==> config.mk <==
export PLATFORM = sky130hd
export DESIGN_NAME = clk_run_timer
export DESIGN_NICKNAME = d
export VERILOG_FILES = /design/src/rtl/clk_run_timer.sv
export SDC_FILE = /design/constraint.sdc
export NUM_CORES = 1
export LEC_CHECK = 0
export CAP_MARGIN = 20
export CORE_MARGIN = 3
export CORE_UTILIZATION = 25
export DETAILED_ROUTE_END_ITERATION = 8
export PLACE_DENSITY = 0.55
export SETUP_SLACK_MARGIN = 0.05
export SYNTH_ARGS = -nofsm -noshare
export SYNTH_HDL_FRONTEND = slang
export SYNTH_SLANG_ARGS = --single-unit
==> constraint.sdc <==
create_clock -name clk -period 3.41 [get_ports clk]
set_input_delay 0.682 -clock clk [delete_from_list [all_inputs] [get_ports clk]]
set_output_delay 0.682 -clock clk [all_outputs]
set_load 0.03 [all_outputs]
==> src/rtl/clk_run_timer.sv <==
// Run-cycle timer driven by an upstream clock controller's START/STOP state.
// Counts START cycles up to a programmable limit, or free-runs when the limit is 0.
module clk_run_timer #(
  parameter int CNT_W = 8
) (
  input  logic             clk,
  input  logic             resetn,
  input  logic             state_in,
  input  logic             load,
  input  logic [CNT_W-1:0] load_val,
  input  logic             clear,
  output logic [CNT_W-1:0] count,
  output logic             running,
  output logic             done,
  output logic             done_pulse,
  output logic             overflow
);

  typedef enum logic [1:0] {
    S_IDLE = 2'd0,
    S_RUN  = 2'd1,
    S_HOLD = 2'd2,
    S_DONE = 2'd3
  } state_t;

  localparam logic START = 1'b0;

  state_t           state, state_nxt;
  logic [CNT_W-1:0] limit, limit_nxt;
  logic [CNT_W-1:0] count_nxt;
  logic [CNT_W-1:0] count_inc;
  logic             ovf_nxt;
  logic             free_run;

  assign count_inc = count + {{(CNT_W-1){1'b0}}, 1'b1};
  assign free_run  = (limit == '0);

  always_ff @(posedge clk or negedge resetn) begin
    if (!resetn) begin
      state <= S_IDLE;
    end else begin
      state <= state_nxt;
    end
  end

  // Counter, limit and every output are registered from the next-state values,
  // so running/done track the state register with no input-to-output path.
  always_ff @(posedge clk or negedge resetn) begin
    if (!resetn) begin
      count      <= '0;
      limit      <= '0;
      running    <= 1'b0;
      done       <= 1'b0;
      done_pulse <= 1'b0;
      overflow   <= 1'b0;
    end else begin
      count      <= count_nxt;
      limit      <= limit_nxt;
      running    <= (state_nxt == S_RUN);
      done       <= (state_nxt == S_DONE);
      done_pulse <= (state_nxt == S_DONE) && (state != S_DONE);
      overflow   <= ovf_nxt;
    end
  end

  always_comb begin
    state_nxt = state;
    count_nxt = count;
    limit_nxt = limit;
    ovf_nxt   = overflow;
    if (clear) begin
      state_nxt = S_IDLE;
      count_nxt = '0;
      ovf_nxt   = 1'b0;
    end else begin
      if (load && (state != S_RUN)) begin
        limit_nxt = load_val;
      end
      case (state)
        S_IDLE: begin
          if (state_in == START) begin
            state_nxt = S_RUN;
          end
        end
        S_RUN: begin
          if (state_in == START) begin
            if (!free_run && (count_inc == limit)) begin
              count_nxt = limit;
              state_nxt = S_DONE;
            end else begin
              count_nxt = count_inc;
              if (free_run && (&count)) begin
                ovf_nxt = 1'b1;
              end
            end
          end else begin
            state_nxt = S_HOLD;
          end
        end
        S_HOLD: begin
          // A limit lowered to or below the held count finishes without counting.
          if (state_in == START) begin
            if (!free_run && (limit <= count)) begin
              state_nxt = S_DONE;
            end else begin
              state_nxt = S_RUN;
            end
          end
        end
        S_DONE: begin
          state_nxt = S_DONE;
        end
        default: begin
          state_nxt = S_IDLE;
        end
      endcase
    end
  end

endmodule

# Yosys cells after proc, flatten, opt, wreduce, memory -nomap -nowiden
# Cells that the tools add are included.
totals:
  reg_bits: 22
  input_bits: 13
  out_inout_bits: 12
  wordCells: 50
classes:
  n_addsub: 1
  magnitude_cmp: 1
  eq_ne: 10
  muxes: 16
  n_bitwise: 1
  n_reduce_logical: 14
ops:
  columns: ["cell", "count"]
  rows:
  - ["$mux 8", 4]
  - ["$mux 2", 6]
  - ["$add 8x1->8 const B", 1]
  - ["$eq 8x8->1", 1]
  - ["$le 8x8->1", 1]
  - ["$logic_not 8->1", 1]
  - ["$pmux 2 s4", 1]
  - ["$reduce_and 8->1", 1]
  - ["$eq 2x2->1 const B", 3]
  - ["$logic_and 1x1->1", 5]
  - ["$mux 1", 5]
  - ["$eq 2x1->1 const B", 2]
  - ["$ne 2x1->1 const B", 2]
  - ["$ne 2x2->1 const B", 2]
  - ["$reduce_and 2->1", 2]
  - ["$reduce_and 4->1", 1]
  - ["$reduce_bool 2->1", 2]
  - ["$logic_not 2->1", 1]
  - ["$logic_not 1->1", 1]
  - ["$not 1->1", 1]

# Longest topological paths before layout
# Gate-level depths: netlist of run 1.
logic_depth:
  word_depth: 9
  mapped_depth: 9
  depth_no_buf: 8

# Worst setup path after synthesis of run 1
# OpenSTA, ideal clock, no wires.
synth_timing:
  path_type: "register to register"
  start: "register count[0]"
  end: "register done_pulse"
  setup_ns: 0.087
  arrival_ns: 2.431
  required_time_ns: 3.323
  path_slack_ns: 0.892
  stages_incl_launch_ff: 10
  n_path_buf: 2
  cell_sequence: "dfrtp_1 -> ha_1 -> buf_2 -> nand3_1 -> a311oi_1 -> nand3_1 -> or3_1 -> buf_2 -> or3_1 -> a211oi_2"
synth_via:
  elab_chain_len: 9
synth_lines:
  columns: ["element", "line_no", "rtl"]
  rows:
  - ["start, declared", "12", "output logic [CNT_W-1:0] count,"]
  - ["start signal, assigned", "57", "count <= count_nxt;"]
  - ["$add 8x1->8", "35", "assign count_inc = count + {{(CNT_W-1){1'b0}}, 1'b1};"]
  - ["$eq 8x8->1", "87", "if (!free_run && (count_inc == limit)) begin"]
  - ["$logic_and 1x1->1", "87", null]
  - ["$mux 2", "87", null]
  - ["$mux 2", "86", "if (state_in == START) begin"]
  - ["$pmux 2 s4 *", "79", "case (state)"]
  - ["$mux 2 *", "71", "if (clear) begin"]
  - ["$eq 2x2->1 *", "61", "done_pulse <= (state_nxt == S_DONE) && (state != S_DONE);"]
  - ["$logic_and 1x1->1 *", "61", null]
  - ["end signal, assigned", "61", null]
  - ["end, declared", "15", "output logic done_pulse,"]
# Mark *: on every way between the ends. The rest lies on a longest branch, timed or not.
# A chain may end at the register's enable or synchronous reset.

# Worst setup path in the final report of run 1
# Same ends and word-level chain as after synthesis.

==> results of run 1 <==
[path summary, 6_finish.rpt]
kind | from | to | slack, ns
max in group asynchronous | resetn | count[5] | 2.41
min in group asynchronous | resetn | count[4] | 0.76
setup reg to reg | count[0] | done_pulse | 0.80
setup / recovery | count[0] | done_pulse | 0.80
hold / removal | overflow | overflow | 0.51
hold reg to reg | overflow | overflow | 0.51
[worst max-delay path, cell delays in order (launching register included)]
cell and delay [ns]:
dfrtp_1 0.51, ha_1 0.38, nand3_1 0.19, a311oi_1 0.29, nand3_1 0.09, or3_1 0.43, or3_1 0.41, a211oi_2 0.23
[metrics by stage]
step	area, sq um	hold slack [ns]	cells	setup WS (ns)
6_report	1870	0.513	260	0.799
5_1_grt	1870	0.545	260	0.627
4_1_cts	1870	0.516	260	0.808
3_5_place_dp	1810	0.493	256	0.836
3_3_place_gp	1810	0.497	256	0.960
2_1_floorplan	1490	0.386	164	0.892
[registers in the layout, summed over array words and instances, names as in the netlist]
signal / count
state: 2
running: 1
done_pulse: 1
overflow: 1
count: 8
done: 1
limit: 8
[cells in the mapped netlist]
cell type | count | area [sq um]
o31ai_1 | 1 | 7.51
a211oi_1 | 1 | 7.51
nand3_1 | 7 | 35.0
or3_1 | 2 | 12.5
mux2_2 | 5 | 56.3
nand2b_1 | 1 | 6.26
a21o_1 | 1 | 7.51
nand2_1 | 19 | 71.3
a311oi_1 | 1 | 8.76
o211ai_1 | 6 | 45.0
and3b_1 | 1 | 8.76
xor2_1 | 3 | 26.3
o311ai_0 | 1 | 8.76
nor2b_1 | 3 | 18.8
a211oi_2 | 1 | 12.5
inv_1 | 10 | 37.5
o221ai_1 | 3 | 26.3
and3_1 | 1 | 6.26
and4_1 | 1 | 8.76
a31o_2 | 1 | 8.76
xnor2_1 | 11 | 96.3
o21ai_0 | 6 | 30.0
nand4_1 | 3 | 18.8
ha_1 | 9 | 113
and4b_1 | 2 | 20.0
o41ai_2 | 1 | 16.3
dfrtp_1 | 22 | 551
nor3_1 | 4 | 20.0
nor4_1 | 2 | 12.5
clkbuf_1 | 3 | 11.3
a22o_1 | 1 | 8.76
buf_4 | 1 | 7.51
o22ai_1 | 1 | 6.26
a211o_1 | 2 | 17.5
inv_2 | 3 | 11.3
nor2_1 | 9 | 33.8
nor4_4 | 1 | 21.3
a22oi_1 | 2 | 15.0
and2_1 | 1 | 6.26
buf_2 | 2 | 10.0
a31oi_1 | 1 | 6.26
a21oi_1 | 7 | 35.0
or2_1 | 1 | 6.26
[final cells by class]
cell class,instances,share of cell area [%]
Clock buffer,4,2.95
Inverter,13,2.62
Multi-Input combinational cell,123,46.4
Sequential cell,22,29.5
Tap cell,72,4.83
Timing Repair Buffer,26,13.7
[routing by layer]
metal	global-route usage (%)	wire, microns	vias up	part of all wire, %
met5	0	0	-	0
met4	1.78	25	0	0.68
met3	2.48	210	4	5.7
met2	16.9	1630	54	44
met1	15.9	1820	608	49
li1	-	-	644	-
[cell usage in the layout (no fill, tap or decap), drive strengths merged, types with 3 or more instances in the layout]
cell	netlist	routed
clkdlybuf4s50	0	24
dfrtp	22	22
nand2	19	19
inv	13	13
xnor2	11	11
nor2	9	9
ha	9	9
a21oi	7	7
nand3	7	7
o211ai	6	6
o21ai	6	6
mux2	5	5
nor3	4	4
clkbuf	3	4
xor2	3	3
nand4	3	3
nor2b	3	3
o221ai	3	3
nor4	3	3
[kinds of logic (layout without fill, tap and decap cells)]
group                      count (synthesis)  in the layout  synth area share [%]
and+or+nand+nor                           58             58                  20.5
AOI/OAI and AO/OA                         37             37                  17.9
DFF                                       22             22                  36.9
buffers and inverters                     19             43                  5.19
xor gates and xnor gates                  14             14                  8.21
adders and majority gates                  9              9                  7.54
muxes                                      5              5                  3.77
[power by group through the flow]
stage | logic (mW) | registers [mW] | clock network (mW)
6_report | 0.157 | 0.311 | 0.192
3_5_place_dp | 0.157 | 0.316 | 0
3_3_place_gp | 0.157 | 0.315 | 0
2_1_floorplan | 0.106 | 0.309 | 0
4_1_cts | 0.158 | 0.310 | 0.203
5_1_grt | 0.180 | 0.316 | 0.210
==> metrics.csv, run 1 <==
metric,value,unit
outcome,completed,
r2r worst-path depth,7,
"Clk Latency, worst-skew pair",0.27,ns
DPL Wire Length,2840,microns
final WL,3690,microns
final hold viol count,0,
post-DR wirelength/cell,14.2,microns
RSZ-0062 raised after global routing,no,
Tightest Pin Transition,0.539,ns
Post-CTS Setup Bufs,0,
PortBufs,24,
Cells after Synth,164,
Final Util,33.1,%
hold_buf cts,0,
Switching Share,30.4,%
drt pass-1 iters,4,
CTS H-Tree Depth,1,
root buffer cell,clkbuf_8,
Max clock buf depth,2,
footprint of the multi-input gates,866,sq um
chip width,83.3,microns
Core Area,5640,sq um
Rel. slew slack,64.0,%
worst clock skew,0.0115,ns
Avg Vias per Cell,5.04,
PwrDens,353,nW/um^2
Setup crit end kind,flip-flop,
Starting Density,26.5,%
internal cell power,0.459,mW
CP Launch Type,flip-flop,
Detail Route Antenna Nets,0,
ANT cells,0,
final total power,0.659,mW
Rows,27,
Hold WC Path Type,flip-flop to flip-flop,
Vias,1310,
"Period Utilization, post-route",76.6,%
sequential element share of the synthesized area,36.9,%
Comb pwr share,23.8,%
DIE AREA,6940,sq um
TritonCTS buffer count,3,
Synth-to-Final Area Change,24.9,%
Tmin final,2.61,ns
vias in the first global route,1228,
DR iter-0 viols,131,
crit path kind,flip-flop to flip-flop,
synthesized area,1490,sq um
share of cells above drive strength 1,9.57,%
GRT Util Overall,11.0,%
hold depth,2,
leakage power,0.747,nW
largest net degree at the start of global routing,23,
peak supply drop,0.000179,V
I/O pin count,25,
first-pass GRT wire length,6330,microns
clk sinks,22,
Switch Pwr,0.200,mW
initial antenna violation count,0,
Mapped Nets,186,
Final Slew Violations,0,
die height,83.3,microns
crit path DAT,2.80,ns
register area,551,sq um
Post-layout nets,211,
Mapped Avg Cell Area,9.11,sq um
Worst Path Max Fanout,9,
clock slew seen by the registers of the worst setup and hold paths,0.09,ns
final setup violation count,0,
Synth cell types,43,
drc violations,0,
Reg power frac,47.1,%
CTS resizes,0,
clock share of power,29.1,%
CTS tree,done,
Critical Path RT,3.60,ns
filler instances,594,
total grt overflow,0,
Max Fclk,0.383,GHz
#FFs+latches synth,22,
Ys Warns,0,
GP Congestion,0.890,
Max-Cap Viols,0,
Setup TNS Final,0,ns
No activity file was read; power rests on OpenSTA's default activity.
==> run 2, diff against run 1 <==
==> constraint.sdc (replaced) <==
create_clock -name clk -period 2.6 [get_ports clk]
set_input_delay 0.52 -clock clk [delete_from_list [all_inputs] [get_ports clk]]
set_output_delay 0.52 -clock clk [all_outputs]
set_load 0.03 [all_outputs]
==> run 2 against run 1 <==
Against the previous run: design area rose by 1.0%; fmax grew 11%; non-clock buffer count up 3; critical path type unchanged; clock power rose by 16%; critical endpoint unchanged; cell count rose by 0.77%; power grew 28%; critical path depth unchanged; sequential cell count is the same.
==> metrics.csv, run 2 (synthesis gave the netlist of run 1 again) <==
metric,value,unit,change
outcome,completed,,unchanged
worst setup margin,0.242,ns,was 0.799 ns
vias in the first global route,1274,,"was 1,228"
drc violations,0,,unchanged
hold_buf cts,0,,unchanged
Hold WC Path Type,flip-flop to flip-flop,,unchanged
"Period Utilization, post-route",90.7,%,was 76.6%
Max-Cap Viols,0,,unchanged
DIE AREA,6940,sq um,unchanged
root buffer cell,clkbuf_8,,unchanged
CTS tree,done,,unchanged
GRT Util Overall,11.2,%,was 11.0%
Vias,1282,,"was 1,310"
"Clk Latency, worst-skew pair",0.27,ns,about the same
GP Congestion,0.814,,was 0.890
crit path kind,flip-flop to flip-flop,,unchanged
crit path DAT,2.54,ns,was 2.80 ns
TritonCTS buffer count,3,,unchanged
Starting Density,26.5,%,unchanged
final hold viol count,0,,unchanged
"most common cell after layout, fill and taps aside",clkdlybuf4s50_1,,unchanged
Critical Path RT,2.78,ns,was 3.60 ns
CTS H-Tree Depth,1,,unchanged
CTS resizes,0,,unchanged
largest net degree at the start of global routing,23,,unchanged
Detail Route Antenna Nets,0,,unchanged
clk sinks,22,,unchanged
Rows,27,,unchanged
first-pass GRT wire length,6350,microns,was 6330 microns
final WL,3770,microns,was 3690 microns
Max clock buf depth,2,,unchanged
most frequent cells in the layout,"24 x clkdlybuf4s50_1, 20 x dfrtp_1, 19 x nand2_1",,"was 24 x clkdlybuf4s50_1, 22 x dfrtp_1, 19 x nand2_1"
Synth-to-Final Area Change,26.1,%,was 24.9%
DPL Wire Length,2850,microns,was 2840 microns
Final Slew Violations,0,,unchanged
leakage power,0.749,nW,was 0.747 nW
clock slew seen by the registers of the worst setup and hold paths,0.08,ns,was 0.09 ns
filler instances,603,,was 594
Post-CTS Setup Bufs,0,,unchanged
Tmin final,2.36,ns,was 2.61 ns
final setup violation count,0,,unchanged
Worst Path Max Fanout,8,,was 9
Rel. slew slack,68.0,%,was 64.0%
share of cells above drive strength 1,12.6,%,was 9.57%
chip width,83.3,microns,unchanged
Setup crit end kind,flip-flop,,unchanged
worst clock skew,0.00243,ns,was 0.0115 ns
RSZ-0062 raised after global routing,no,,unchanged
pre-CTS WS,0.189,ns,was 0.836 ns
Setup TNS Final,0,ns,unchanged
CP Launch Type,flip-flop,,unchanged
PwrDens,448,nW/um^2,was 353 nW/um^2
Regs by FF count,"count (8), limit (8), state (2)",,unchanged
Post-layout nets,214,,was 211
Avg Vias per Cell,4.89,,was 5.04
I/O pin count,25,,unchanged
DR iter-0 viols,99,,was 131
peak supply drop,0.000235,V,was 0.000179 V
post-DR wirelength/cell,14.4,microns,was 14.2 microns
initial antenna violation count,0,,unchanged
die height,83.3,microns,unchanged
Core Area,5640,sq um,unchanged
Max Fclk,0.424,GHz,was 0.383 GHz
total grt overflow,0,,unchanged
PortBufs,24,,unchanged
drt pass-1 iters,4,,unchanged
ANT cells,0,,unchanged
Tightest Pin Transition,0.480,ns,was 0.539 ns
## run 2: through the flow
| step | util, % | total power [mW] | hold slack (ns) | instance area (sq um) | instances |
|---|---|---|---|---|---|
| after global placement | 32.5 | 0.623 | 0.482 | 1830 | 259 |
| after detailed placement | 32.5 | 0.625 | 0.490 | 1830 | 259 |
| after floorplan | - | 0.545 | 0.224 | 1490 | 164 |
| after CTS | 33.2 | 0.848 | 0.511 | 1870 | 262 |
| final | 33.4 | 0.844 | 0.496 | 1880 | 262 |
| after global routing | 33.4 | 0.894 | 0.565 | 1880 | 262 |
## run 2: layout make-up
| type | instances | area, sq um | area share (%) |
|---|---|---|---|
| Clock buffer | 3 | 41.3 | 2.19 |
| Sequential cell | 22 | 553 | 29.3 |
| Timing Repair Buffer | 29 | 278 | 14.7 |
| Tap cell | 72 | 90.1 | 4.78 |
| Multi-Input combinational cell | 123 | 873 | 46.3 |
| Inverter | 13 | 48.8 | 2.59 |
## run 2: path summary, 6_finish.rpt
kind                       startpoint         end  slack (ns)  cells after the start
max                          count[0]  done_pulse        0.24                      7
min                          overflow    overflow        0.50                      2
max reg2reg                  count[0]  done_pulse        0.24                      7
min reg2reg                  overflow    overflow        0.50                      2
max in group asynchronous      resetn    count[2]        1.75                      2
min in group asynchronous      resetn    limit[0]        0.61                      2
## run 2: power breakdown
part | leakage, nW | internal [mW] | switching (mW)
logic | 0.443 | 0.103 | 0.113
registers | 0.285 | 0.368 | 0.0378
clock network | 0.0216 | 0.104 | 0.118
## run 2: critical path: stages (launching register included)
cell      delay [ns]
dfrtp_1         0.40
buf_4           0.17
ha_1            0.33
a311oi_1        0.23
nand3_1         0.10
or3_1           0.42
or3_1           0.40
a211oi_2        0.22
## run 2: metal layers
layer  vias up  share of wire (%)  global-route usage [%]
met5         -                  0                       0
met4         0               0.98                    3.12
met3         5                4.2                    2.48
met2        37                 43                    17.1
li1        648                  -                       -
met1       592                 52                    15.7
==> run 3, diff against run 2 <==
--- a/config.mk
+++ b/config.mk
@@ -8,6 +8,7 @@
 export CAP_MARGIN = 20
 export CORE_MARGIN = 3
 export CORE_UTILIZATION = 25
+export CTS_BUF_LIST = sky130_fd_sc_hd__clkbuf_8
 export DETAILED_ROUTE_END_ITERATION = 8
 export PLACE_DENSITY = 0.55
 export SETUP_SLACK_MARGIN = 0.05
==> results of run 3 <==
No change in the layout: final DEF, timing and power equal those of run 2.
==> patch 1: new RTL, flow settings as in run 2 <==
Make the reset (`resetn`) synchronous in 2 clocked blocks.
--- a/src/rtl/clk_run_timer.sv
+++ b/src/rtl/clk_run_timer.sv
@@ -35,7 +35,7 @@
   assign count_inc = count + {{(CNT_W-1){1'b0}}, 1'b1};
   assign free_run  = (limit == '0);
 
-  always_ff @(posedge clk or negedge resetn) begin
+  always_ff @(posedge clk) begin
     if (!resetn) begin
       state <= S_IDLE;
     end else begin
@@ -45,7 +45,7 @@
 
   // Counter, limit and every output are registered from the next-state values,
   // so running/done track the state register with no input-to-output path.
-  always_ff @(posedge clk or negedge resetn) begin
+  always_ff @(posedge clk) begin
     if (!resetn) begin
       count      <= '0;
       limit      <= '0;
Formal check against the unedited RTL: differs if resetn is asserted again (counterexample within 4 cycles, from zero or initial values and one cycle with resetn low); with resetn held inactive, the same outputs for 10 cycles.
==> patch 1 against run 2 <==
- synthesized cell count is 4.3% higher
- setup slack better by 200 ps
- final cell count rose by 2.7%
- routed wire length is 7.2% lower
- final area shrank 1.9%
- count of clock-buffer cells in the layout grew 1
- sequential share of layout area is 5.5 points lower
- sequential cell count stayed put
- area after synthesis fell by 2.5%
- sequential power shrank 12%
- total power fell by 14%
- largest cell class unchanged
==> patch 1: results (changes against run 2) <==
| Metric | Value |
|---|---|
| Post-synthesis cell count | 171 (+4.3%) |
| Mux contribution to synthesized area | 5.50% (+1.7 points) |
| Post-DP Area | 0.00179 mm^2 (-2.2%) |
| Status | completed |
| Multi-input logic area | 932 um^2 (+6.7%) |
| Compound-Gate Fraction of Synth Area | 17.0% (-0.91 points) |
| Layout Nets | 220 (+2.8%) |
| Most instantiated cells after synthesis | 22 x dfxtp_1, 13 x nor2b_1, 10 x nand3_1 |
| Post-synth cell types | 44 (+2.3%) |
| Post-synthesis adder-cell area fraction | 7.73% (+0.19 points) |
| PD cells | 393 mW/mm^2 (-12%) |
| Multi-input gate share of total cell area | 50.4% (+4.1 points) |
| P_seq | 0.356 mW (-12%) |
| Buffers excl. clock | 32 (+10%) |
| Synth top area cells | dfxtp_1 30%, ha_1 7.7%, nor2b_1 5.6% |
| GRT Util Overall | 11.7% (+0.53 points) |
| Non-clk invs | 8 (-5) |
| Final clock-cell share | 2.98% (+0.79 points) |
| Share of layout cells above drive strength 1 | 9.64% (-3.0 points) |
| Worst Clk Skew | 1.18 ps (-1.25 ps) |
| Vias in the first global route | 1293 (+1.5%) |
| Largest net degree at the start of global routing | 15 (-35%) |
| Leak | 0.674 nW (-10%) |
| Comb pwr | 0.123 mW (-43%) |
| Max incr delay on CP | 440 ps (+20 ps) |
| Routed WL per cell | 13.0 um (-9.6%) |
-- patch 1: worst paths after layout --
path         cells past startpoint             startpoint  slack (ps)                     to
min reg2reg                      2  overflow$_SDFFE_PP0P_         490  overflow$_SDFFE_PP0P_
max                              8  count[0]$_SDFFE_PP0P_         440  count[3]$_SDFFE_PP0P_
max reg2reg                      8  count[0]$_SDFFE_PP0P_         440  count[3]$_SDFFE_PP0P_
min                              2  overflow$_SDFFE_PP0P_         490  overflow$_SDFFE_PP0P_
-- patch 1: metal layers --
layer | share of wire, % | wire length (um) | track usage, % | up-vias
li1 | - | - | - | 685
met1 | 50 | 1730 | 16.3 | 621
met2 | 44 | 1530 | 18.0 | 32
met3 | 5.3 | 184 | 2.71 | 4
met4 | 1.3 | 44 | 2.99 | 0
met5 | 0 | 0 | 0 | -
-- patch 1: cells by family (layout without fill, tap and decap cells) --
logic type,after synthesis,after routing
simple gates,67,67
compound gates,35,35
flops,22,22
buf+inv,18,44
xor+xnor,12,12
fa+ha+maj,9,9
mux,8,8
==> patch 2: new RTL, settings of run 2 <==
Without the edit above. The parameter `CNT_W` goes from 8 to 6.
--- a/src/rtl/clk_run_timer.sv
+++ b/src/rtl/clk_run_timer.sv
@@ -1,7 +1,7 @@
 // Run-cycle timer driven by an upstream clock controller's START/STOP state.
 // Counts START cycles up to a programmable limit, or free-runs when the limit is 0.
 module clk_run_timer #(
-  parameter int CNT_W = 8
+  parameter int CNT_W = 6
 ) (
   input  logic             clk,
   input  logic             resetn,
Interface: changed (resized count and load_val); port bits go from 25 to 21. No check against the original RTL was run, so the function may have changed too.
==> patch 2 against run 2 <==
- final area down 21%
- routed wire length down 30%
- setup slack better by 86 ps
- critical endpoint is now state[1]$_DFF_PN0_
- sequential cell count down 4
- worst hold slack better by 30 ps
- area after synthesis down 20%
- sequential share of layout area up 1.1 points
- die area down 19%
- total power down 16%
- sequential power down 19%
==> patch 2: results (changes against run 2) <==
| Metric | Value |
|---|---|
| Most instantiated cells after synthesis | 18 x dfrtp_1, 8 x nor2_1, 7 x a21oi_1, 7 x ha_1, 6 x inv_1 |
| GRT met2 Usage | 16.8% (-0.23 points) |
| Post-DP Area | 0.00144 mm^2 (-22%) |
| 1st-iter DRT viols | 73 (-26%) |
| Met1 WL | 1230 um (-37%) |
| Hold depth | 2 (unchanged) |
| RD Place Congestion | 0.814 (about the same) |
| P_seq | 0.329 mW (-19%) |
| Largest net degree at the start of global routing | 19 (-17%) |
| WL met2 | 1210 um (-26%) |
| PD cells | 477 mW/mm^2 (+6.4%) |
| Vias | 955 (-26%) |
| First-pass GRT wire length | 4530 um (-29%) |
| Worst Clk Skew | 1.21 ps (-1.23 ps) |
| Post-Synth XOR/XNOR Area | 9.25% (+1.0 points) |
| Synth top area cells | dfrtp_1 38%, ha_1 7.4%, mux2_2 4.7% |
| DP HPWL | 2030 um (-29%) |
| Mux contribution to synthesized area | 5.57% (+1.8 points) |
| Critical R2R Launch | count[5]$_DFFE_PN0P_ |
| Worst-path fanout max | 5 (-3) |
| CP delay by family, top | compound AO/OA/AOI/OAI gates |
| Detailed Routing Iterations Pass 1 | 4 (unchanged) |
| Met1 usage | 13.6% (-2.1 points) |
| GRT Util Overall | 10.6% (-0.53 points) |
| Layout Nets | 158 (-26%) |
| M3 GR Usage | 3.74% (+1.3 points) |
| # fillers | 444 (-26%) |
| Peak VDD IR | 194 uV (-18%) |
| Post-synthesis cell count | 118 (-28%) |
| Max incr delay on CP | 560 ps (+140 ps) |
| Cells after DPL | 187 (-28%) |
| Top flop regs | count x6, limit x6, state x2 |
| Routed WL | 2630 um (-30%) |
| Register area share after synthesis | 37.9% (+1.0 points) |
| WL met3 | 142 um (-11%) |
| Rel. slew slack | 57.8% (-10 points) |
| Share of layout cells above drive strength 1 | 12.3% (-0.31 points) |
| Crit-path slowest cell | o31ai_1 |
| WHS | 527 ps (+30.4 ps) |
| Routed WL per cell | 13.8 um (-3.7%) |
| Post-synthesis adder-cell area fraction | 7.36% (-0.18 points) |
| Post-synth cell types | 43 (unchanged) |
| Vias in the first global route | 987 (-23%) |
| Worst-Skew Late Latency | 250 ps (-20 ps) |
| Status | completed |
| Reg2reg end | state[1]$_DFF_PN0_ |
| IO Port Bufs | 20 (-17%) |
| Compound-Gate Fraction of Synth Area | 11.7% (-6.3 points) |
| Net Sw Power | 0.210 mW (-22%) |
| Syn Nets | 136 (-27%) |
| Comb pwr | 0.182 mW (-16%) |
| Reg-to-reg slack, setup | 330 ps (+90 ps) |
| Leak | 0.572 nW (-24%) |
| Signal arrival time at the worst endpoint | 2430 ps (-110 ps) |
| Worst slack, placed | 347 ps (+159 ps) |
patch 2: how the worst max path moves through the flow:
stage | from | end | slack [ps] | cells after the start
2_1_floorplan | count[5]$_DFFE_PN0P_ | state[1]$_DFF_PN0_ | 530 | 7
3_3_place_gp | count[5]$_DFFE_PN0P_ | state[1]$_DFF_PN0_ | 360 | 7
5_1_grt | count[3]$_DFFE_PN0P_ | state[1]$_DFF_PN0_ | 90 | 7
3_5_place_dp | count[5]$_DFFE_PN0P_ | state[1]$_DFF_PN0_ | 350 | 7
4_1_cts | count[3]$_DFFE_PN0P_ | state[1]$_DFF_PN0_ | 310 | 7
6_report | count[5]$_DFFE_PN0P_ | state[1]$_DFF_PN0_ | 330 | 7
patch 2: final cells by class:
cell class,count,area (um^2),area share (%)
clock buffer,3,41.3,2.79
inverter,6,22.5,1.52
timing repair buffer,22,215,14.5
tap,52,65.1,4.40
multi-input combinational,89,686,46.3
sequential,18,450,30.4
